===== src/rtl/apb_master.sv =====
// APB initiator: decodes a single-outstanding core request onto one of four
// APB slots and runs the SETUP/ACCESS handshake with optional timeout.
module apb_master #(
  parameter logic [31:0] BASE_ADDR = 32'h1000_0000,
  parameter int unsigned TIMEOUT   = 16
) (
  input  logic        PCLK,
  input  logic        PRESET,
  // core side
  input  logic        transfer,
  input  logic        write,
  input  logic [31:0] addr,
  input  logic [31:0] wdata,
  output logic [31:0] rdata,
  output logic        ready,
  output logic        err,
  // APB side
  output logic [31:0] PADDR,
  output logic        PWRITE,
  output logic [31:0] PWDATA,
  output logic        PENABLE,
  output logic [3:0]  PSEL,
  input  logic [31:0] PRDATA0,
  input  logic [31:0] PRDATA1,
  input  logic [31:0] PRDATA2,
  input  logic [31:0] PRDATA3,
  input  logic        PREADY0,
  input  logic        PREADY1,
  input  logic        PREADY2,
  input  logic        PREADY3
);

  localparam int unsigned CNT_W = (TIMEOUT > 0) ? $clog2(TIMEOUT + 1) : 1;
  localparam logic [CNT_W-1:0] CNT_LAST = (TIMEOUT > 0) ? CNT_W'(TIMEOUT - 1) : '0;

  typedef enum logic [1:0] {
    S_IDLE   = 2'd0,
    S_SETUP  = 2'd1,
    S_ACCESS = 2'd2
  } state_e;

  state_e           state_q, state_d;
  logic [31:0]      paddr_q, paddr_d;
  logic             pwrite_q, pwrite_d;
  logic [31:0]      pwdata_q, pwdata_d;
  logic [3:0]       psel_q, psel_d;
  logic             penable_q, penable_d;
  logic [1:0]       slot_q, slot_d;
  logic             hit_q, hit_d;
  logic [CNT_W-1:0] cnt_q, cnt_d;
  logic             ready_q, ready_d;
  logic             err_q, err_d;
  logic [31:0]      rdata_q, rdata_d;

  // Address decode of the incoming request (only used while IDLE).
  logic       dec_hit;
  logic [1:0] dec_slot;

  assign dec_hit  = (addr[31:16] == BASE_ADDR[31:16]) && (addr[15:14] == 2'b00);
  assign dec_slot = addr[13:12];

  // Return path from the latched slot.
  logic [31:0] sel_prdata;
  logic        sel_pready;

  always_comb begin
    sel_prdata = PRDATA0;
    sel_pready = PREADY0;
    case (slot_q)
      2'd0: begin sel_prdata = PRDATA0; sel_pready = PREADY0; end
      2'd1: begin sel_prdata = PRDATA1; sel_pready = PREADY1; end
      2'd2: begin sel_prdata = PRDATA2; sel_pready = PREADY2; end
      2'd3: begin sel_prdata = PRDATA3; sel_pready = PREADY3; end
      default: ;
    endcase
  end

  logic timed_out;
  assign timed_out = (TIMEOUT != 0) && (cnt_q == CNT_LAST);

  always_comb begin
    // NOTE: every signal gets a default before the case so no path leaves one
    // unassigned; a missing default here would infer a latch.
    state_d   = state_q;
    paddr_d   = paddr_q;
    pwrite_d  = pwrite_q;
    pwdata_d  = pwdata_q;
    psel_d    = psel_q;
    penable_d = penable_q;
    slot_d    = slot_q;
    hit_d     = hit_q;
    cnt_d     = cnt_q;
    ready_d   = 1'b0;
    err_d     = err_q;
    rdata_d   = rdata_q;

    case (state_q)
      S_IDLE: begin
        if (transfer) begin
          paddr_d   = addr;
          pwrite_d  = write;
          pwdata_d  = wdata;
          slot_d    = dec_slot;
          hit_d     = dec_hit;
          psel_d    = dec_hit ? (4'b0001 << dec_slot) : 4'b0000;
          penable_d = 1'b0;
          state_d   = S_SETUP;
        end
      end

      S_SETUP: begin
        penable_d = 1'b1;
        cnt_d     = '0;
        state_d   = S_ACCESS;
      end

      S_ACCESS: begin
        if (cnt_q != '1) begin
          cnt_d = cnt_q + 1'b1;
        end
        // Miss, slave ready and timeout are mutually exclusive completions,
        // with slave ready taking precedence over a coincident timeout.
        if (!hit_q) begin
          ready_d = 1'b1;
          err_d   = 1'b1;
          rdata_d = '0;
        end else if (sel_pready) begin
          ready_d = 1'b1;
          err_d   = 1'b0;
          rdata_d = pwrite_q ? 32'h0 : sel_prdata;
        end else if (timed_out) begin
          ready_d = 1'b1;
          err_d   = 1'b1;
          rdata_d = '0;
        end
        if (ready_d) begin
          psel_d    = 4'b0000;
          penable_d = 1'b0;
          state_d   = S_IDLE;
        end
      end

      default: begin
        psel_d    = 4'b0000;
        penable_d = 1'b0;
        state_d   = S_IDLE;
      end
    endcase
  end

  // NOTE: state registers use non-blocking assignments so every flop samples
  // the pre-edge value of every other flop, independent of statement order.
  always_ff @(posedge PCLK or negedge PRESET) begin
    if (!PRESET) begin
      state_q   <= S_IDLE;
      paddr_q   <= '0;
      pwrite_q  <= 1'b0;
      pwdata_q  <= '0;
      psel_q    <= '0;
      penable_q <= 1'b0;
      slot_q    <= '0;
      hit_q     <= 1'b0;
      cnt_q     <= '0;
      ready_q   <= 1'b0;
      err_q     <= 1'b0;
      rdata_q   <= '0;
    end else begin
      state_q   <= state_d;
      paddr_q   <= paddr_d;
      pwrite_q  <= pwrite_d;
      pwdata_q  <= pwdata_d;
      psel_q    <= psel_d;
      penable_q <= penable_d;
      slot_q    <= slot_d;
      hit_q     <= hit_d;
      cnt_q     <= cnt_d;
      ready_q   <= ready_d;
      err_q     <= err_d;
      rdata_q   <= rdata_d;
    end
  end

  assign PADDR   = paddr_q;
  assign PWRITE  = pwrite_q;
  assign PWDATA  = pwdata_q;
  assign PSEL    = psel_q;
  assign PENABLE = penable_q;
  assign ready   = ready_q;
  assign err     = err_q;
  assign rdata   = rdata_q;

endmodule


===== config.mk =====
export PLATFORM = sky130hd
export DESIGN_NAME = apb_master
export DESIGN_NICKNAME = d
export VERILOG_FILES = /design/src/rtl/apb_master.sv
export SDC_FILE = /design/constraint.sdc
export NUM_CORES = 1
export LEC_CHECK = 0
export CAP_MARGIN = 40
export CORE_ASPECT_RATIO = 1.75
export CORE_MARGIN = 4
export CORE_UTILIZATION = 39
export CTS_BUF_LIST = sky130_fd_sc_hd__clkbuf_16
export DETAILED_ROUTE_END_ITERATION = 10
export PLACE_DENSITY = 0.82
export SYNTH_ARGS = -nofsm -noshare
export SYNTH_HDL_FRONTEND = slang
export SYNTH_SLANG_ARGS = --single-unit

===== constraint.sdc =====
create_clock -name PCLK -period 2.5 [get_ports PCLK]
set_clock_uncertainty 0.1 [all_clocks]
set_input_delay 0.75 -clock PCLK [delete_from_list [all_inputs] [get_ports PCLK]]
set_output_delay 0.75 -clock PCLK [all_outputs]
set_load 0.1 [all_outputs]

==> results of run 1 <==
## cells in the mapped netlist, types with 3 or more instances
master	number
a21oi_1	7
buf_2	15
buf_6	5
clkbuf_1	9
dfrtp_1	111
ha_1	3
inv_1	40
mux4_2	33
nand2_1	206
nand3_1	3
nor2_1	5
nor3_1	3
o21ai_0	7
o2bb2ai_1	22
o2bb2ai_2	10
## flip-flops by register name, indices dropped and copies added, names as in the netlist, 4 cells and up
register  flops
rdata        32
PWDATA       32
PSEL          4
cnt_q         5
PADDR        32
## cell families (layout without fill, tap and decap cells)
logic type               count (synthesis)  count (layout)  share of synthesized area
AND/OR/NAND/NOR                        235             235                     0.1790
flip-flops                             111             111                     0.5209
buffers and inverters                   72             375                    0.06194
AO/OA/AOI/OAI                           51              51                    0.08564
multiplexers                            36              36                     0.1455
adder cells (fa/ha/maj)                  3               3                   0.007040
other                                    0               1                          0
## path summary, 6_finish.rpt
kind	from	to	slack, ns	cells after the start
worst max-delay path	cnt_q[0]	rdata[13]	0.16	8
worst min-delay path	PRESET	rdata[8]	0.24	1
worst max register to register	cnt_q[0]	rdata[13]	0.16	8
worst min register to register	PADDR[20]	PADDR[20]	0.38	2
max in group asynchronous	PRESET	PADDR[12]	1.47	2
min in group PCLK	PADDR[20]	PADDR[20]	0.38	2
## critical path, delay by kind of cell (launching register included)
kind / cells / cell delay, ns
AND/OR/NAND/NOR: 3 / 0.75
adder cells (fa/ha/maj): 2 / 0.45
flip-flops: 1 / 0.43
AO/OA/AOI/OAI: 2 / 0.30
buffers and inverters: 1 / 0.21
## power by group through the flow
stage	Sequential, W	Combinational (W)	Clock [W]
final	0.00228	0.00374	0.00136
after global routing	0.00232	0.00391	0.00148
after CTS	0.00228	0.00377	0.00141
after detailed placement	0.00231	0.00378	0
after global placement	0.00230	0.00371	0
after floorplan	0.00411	0.000833	0
## through the flow
stage / setup TNS [ns] / hold WS (ns) / util / cells / cell area, um^2
global placement: -0.07040 / 0.3611 / 0.6266 / 969 / 8386
finish: 0 / 0.2388 / 0.6479 / 986 / 8671
floorplan: 0 / 0.3544 / - / 508 / 5333
global route: 0 / 0.2567 / 0.6479 / 986 / 8671
detailed placement: -0.2431 / 0.3642 / 0.6266 / 969 / 8386
CTS: 0 / 0.2355 / 0.6477 / 985 / 8668
## routing by layer
| metal | routed length [um] | vias to the layer above | GRT usage | share of wire |
|---|---|---|---|---|
| li1 | - | 2298 | - | - |
| met1 | 6099 | 2330 | 0.2423 | 0.34 |
| met2 | 9161 | 252 | 0.3923 | 0.51 |
| met3 | 1932 | 44 | 0.07120 | 0.11 |
| met4 | 691 | 0 | 0.1098 | 0.039 |
| met5 | 0 | - | 0 | 0 |
## layout make-up
cell class | count | area share
Inverter | 41 | 0.01775
Multi-Input combinational cell | 325 | 0.2569
Tap cell | 174 | 0.02511
Clock buffer | 9 | 0.02597
Clock inverter | 7 | 0.006638
Timing Repair Buffer | 318 | 0.3469
Sequential cell | 111 | 0.3205
Antenna cell | 1 | 0.0002886
==> metrics.cfg, run 1 <==
[sta]
finalHoldViolCount = 0
worst_pin_slew_ns = 0.4276
clock.fmax_mhz = 427.7
finalCritPeriodShare = 0.9353
relSlewSlack = 0.7109
rsz0062_at_grt = false
final_max_slew_viol_count = 0
min_period_ns = 2.338
setup_ws_ns = 0.1617
setup_viol = 0

[clocking]
clk_path_buf_depth = 2
postCtsSetupBuffers = 0
insertion_delay_ns = 0.34
cts.sinks = 111
cts_resized = 0
cts_buffers = 9
clockRootBuffer = clkbuf_16
htreeDepth = 3
cts_tree = yes
hold_buffers = 0
path_clk_slew_ns = 0.07

[grt]
grt_pass1_vias = 5335
grt_remaining_overflow = 0
grt_max_degree = 67
grt_pass1_wl_um = 27160
antenna_found_initial = 1
groute.usage.overall = 0.2260

[layout]
final_layout_size_suffix_gt1_frac = 0.2256
regArea_um2 = 2779
nFillCells = 1042
layout_commonest_cell = nand2_1
multi_input_area_um2 = 2227
final_cell_mix = 205 x nand2_1, 198 x clkdlybuf4s50_1, 110 x dfrtp_1, 110 x buf_4, 40 x inv_1
num-nets-final = 1009
layout-area-overhead-vs-synth_pct = 62.60

[critical_path]
path_cells = ha_1 -> and3_1 -> ha_1 -> or3b_1 -> o22ai_2 -> or3_1 -> buf_12 -> o2bb2ai_1
worstPathMaxFanout = 33
cpPeakStageDelay_ns = 0.43
crit_required_ns = 2.66
worstSetupPathType = reg2reg
cp_data_arrival_time_ns = 2.50
crit_path_top_delay_cell = dfrtp_1
endpoint_kind = register
cp_common_cell = ha_1
start_kind = register

[drt]
antenna_left = 0
drt_first_pass_iters = 4
vias_per_cell = 4.994
routed_wl_um = 17880
drc_errors = 0
vias = 4924
drtIter0Drc = 87
wl_per_cell_um = 18.14

[logic_synthesis]
syn_avg_cell_area_um2 = 10.50
synth_top_area_cell = dfrtp_1
synth-seq-area-share = 0.5209
ys_types = 36
synthTopCellsByArea = dfrtp_1 52%, nand2_1 15%, mux4_2 14%
ys_ff_latch = 111
synth-async-reset-ratio = 1.000
synth.top_cell.area_share = 0.5209
ys_warn_count = 0
synth_enable_flop_cells = 0
synth_area_um2 = 5333
synthCells = 508
ys.flop_type = dfrtp_1
syn-num-nets = 711

[power_and_ir_drop]
switching_power_w = 0.003537
p_clk_frac = 0.185
p_per_area_nw_per_um2 = 851.9
seqPwrFrac = 0.309
finalPower_w = 0.007386
combPwrFrac = 0.507
ir_drop_uv = 663.4
p_int_w = 0.003850
sw_frac_of_total = 0.4788
total_leakage_power_nw = 4.148

[place]
hpwl_um = 14310
place.gp.congestion = 0.8546
portBuffers = 303
post-place-ws_ns = -0.1228

[floorplan]
coreArea_um2 = 13380
die_area_um2 = 15680
start_util = 0.3985
die_h_um = 162.7
rows = 56
die_w_um = 96.40
num_io_pins = 304

[min_path]
hp-class = in2async

[run_status]
status = finished clean

[flow_run]
maxCapViolations = 0

No activity file was read; power rests on OpenSTA's default activity.
==> inputs of run 2 (changes only) <==
Settings changed: GPL_TIMING_DRIVEN from default to 0.
==> run 2 against run 1 <==
Effect of this change:
- total power is 18% higher
- worst hold slack better by 0.093 ns
- sequential cell count did not move
- register-to-register slack hardly changed
- cell count grew 12%
- core utilization grew 17 points
- sequential share of layout area is 6.8 points lower
- critical endpoint is now PADDR[12]
- largest cell class unchanged
- largest power group unchanged
- highest routed layer unchanged
==> metrics.cfg, run 2 (same netlist as run 1, synthesis figures left out) <==
[floorplan]
die_area_um2 = 15680  ; unchanged
coreArea_um2 = 13380  ; unchanged
start_util = 0.3985  ; unchanged
die_w_um = 96.40  ; unchanged
rows = 56  ; unchanged
num_io_pins = 304  ; unchanged
die_h_um = 162.7  ; unchanged

[sta]
finalHoldViolCount = 0  ; unchanged
clock.fmax_mhz = 412.5  ; -3.5%
setup_viol = 0  ; unchanged
min_period_ns = 2.424  ; +0.08600 ns
finalCritPeriodShare = 0.9697  ; +0.03440
final_max_slew_viol_count = 0  ; unchanged
relSlewSlack = 0.5716  ; -0.1393
worst_pin_slew_ns = 0.6426  ; +0.2150 ns
rsz0062_at_grt = false

[layout]
layout-area-overhead-vs-synth_pct = 106.1
instances_no_fill = 1106  ; +12%
final_cell_mix = 302 x clkdlybuf4s50_1, 206 x nand2_1, 111 x dfrtp_1, 61 x buf_8, 44 x buf_16
diodes = 0  ; -1
num-nets-final = 1130  ; +12%
fin_util = 0.8214  ; +0.1735
nFillCells = 694  ; -33%
final_layout_size_suffix_gt1_frac = 0.2006  ; -0.02500
layout_commonest_cell = clkdlybuf4s50_1

[grt]
grt_remaining_overflow = 0  ; unchanged
grt_pass1_wl_um = 33260  ; +22%
groute.usage.overall = 0.2817  ; +0.05568
grt_pass1_vias = 6463  ; +21%
grt_max_degree = 66  ; -1.5%
antenna_found_initial = 0  ; -1

[critical_path]
reg2reg_slack_ns = 0.15  ; about the same
critPathBufInv = 2  ; +1
cpPeakStageDelay_ns = 0.65  ; +0.22 ns
r2r-end = rdata[25]
worstSetupPathType = reg2out
cp_data_arrival_time_ns = 1.57  ; -0.93 ns
crit_path_top_delay_cell = clkdlybuf4s50_1
r2r_cells = 9  ; +1
start_kind = register
crit_required_ns = 1.65  ; -1.01 ns
worstPathMaxFanout = 2  ; -94%
crit_family = buffers and inverters
r2r-start = cnt_q[0]
path_cells = clkdlybuf4s50_1 -> buf_16
endpoint_kind = primary output

[drt]
routed_wl_um = 22380  ; +25%
vias = 5653  ; +15%
vias_per_cell = 5.111  ; +2.3%
wl_per_cell_um = 20.23  ; +12%
drc_errors = 0  ; unchanged
drtIter0Drc = 215  ; +150%
antenna_left = 0  ; unchanged
drt_first_pass_iters = 5  ; +1

[flow_run]
maxCapViolations = 0  ; unchanged

[min_path]
hp-class = in2async

[place]
place.gp.congestion = 0.8353  ; -2.3%
portBuffers = 303  ; unchanged
hpwl_um = 18530  ; +29%
dp.cells = 1090  ; +12%

[clocking]
hold_buffers = 0  ; unchanged
cts.sinks = 111  ; unchanged
cts_tree = yes
cts_buffers = 9  ; unchanged
insertion_delay_ns = 0.34  ; about the same
htreeDepth = 3  ; unchanged
postCtsSetupBuffers = 0  ; unchanged
clk_path_buf_depth = 2  ; unchanged
clockRootBuffer = clkbuf_16
cts_resized = 0  ; unchanged
path_clk_slew_ns = 0.07  ; about the same

[power_and_ir_drop]
ir_drop_uv = 749.6  ; +13%
total_leakage_power_nw = 4.953  ; +19%
p_per_area_nw_per_um2 = 795.4  ; -6.6%

[run_status]
status = finished clean

-- run 2: cell count changes in the layout (fill, tap and decap cells not counted), sizes merged --
cell	previous run	this run
buf	120	128
clkbuf	9	18
clkdlybuf4s50	198	302
clkinv	3	2
diode	1	0
inv	44	45
-- run 2: per-stage QoR --
stage          hold slack (ns)  total power [W]  setup TNS (ns)  area (um^2)  setup slack (ns)
6_report                0.3321         0.008744               0        10990           0.07575
5_1_grt                 0.3700         0.009069               0        10990           0.04463
4_1_cts                 0.3463         0.008791               0        10990           0.07195
3_5_place_dp            0.3657         0.007385          -4.592        10710           -0.1889
3_3_place_gp            0.3583         0.006056         -396.53         8583            -3.576
2_1_floorplan           0.3544         0.004948               0         5333           0.07708
-- run 2: layout make-up --
cell class | count | area, um^2 | share of cell area
tap | 174 | 217.7 | 0.01980
clock inverter | 7 | 60.06 | 0.005463
inverter | 41 | 153.9 | 0.01400
buffer | 31 | 176.4 | 0.01605
timing repair buffer | 408 | 5157 | 0.4692
multi-input combinational | 325 | 2225 | 0.2024
sequential | 111 | 2778 | 0.2527
clock buffer | 9 | 225.2 | 0.02049
-- run 2: worst max path at each step --
stage,startpoint,endpoint,slack [ns],cells after the start
floorplan,PADDR[13],rdata[1],0.08,5
global placement,PRESET,PADDR[0],-3.58,1
detailed placement,addr[21],PSEL[0],-0.19,5
CTS,PADDR[12],PADDR[12],0.07,2
global route,PADDR[12],PADDR[12],0.04,2
finish,PADDR[12],PADDR[12],0.08,2
-- run 2: report_power, final --
part,switching [W],internal (W),total [W]
logic,0.00301,0.00210,0.00511
clock network,0.000698,0.000700,0.00140
registers,0.000173,0.00206,0.00224
total,0.00388,0.00487,0.00874
-- run 2: layer usage --
| metal | vias up | part of all wire | track usage | wire length (um) |
|---|---|---|---|---|
| li1 | 2539 | - | - | - |
| met5 | - | 0 | 0 | 0 |
| met2 | 314 | 0.54 | 0.5266 | 12120 |
| met4 | 0 | 0.050 | 0.1290 | 1117 |
| met3 | 78 | 0.084 | 0.07027 | 1877 |
| met1 | 2722 | 0.32 | 0.2813 | 7263 |
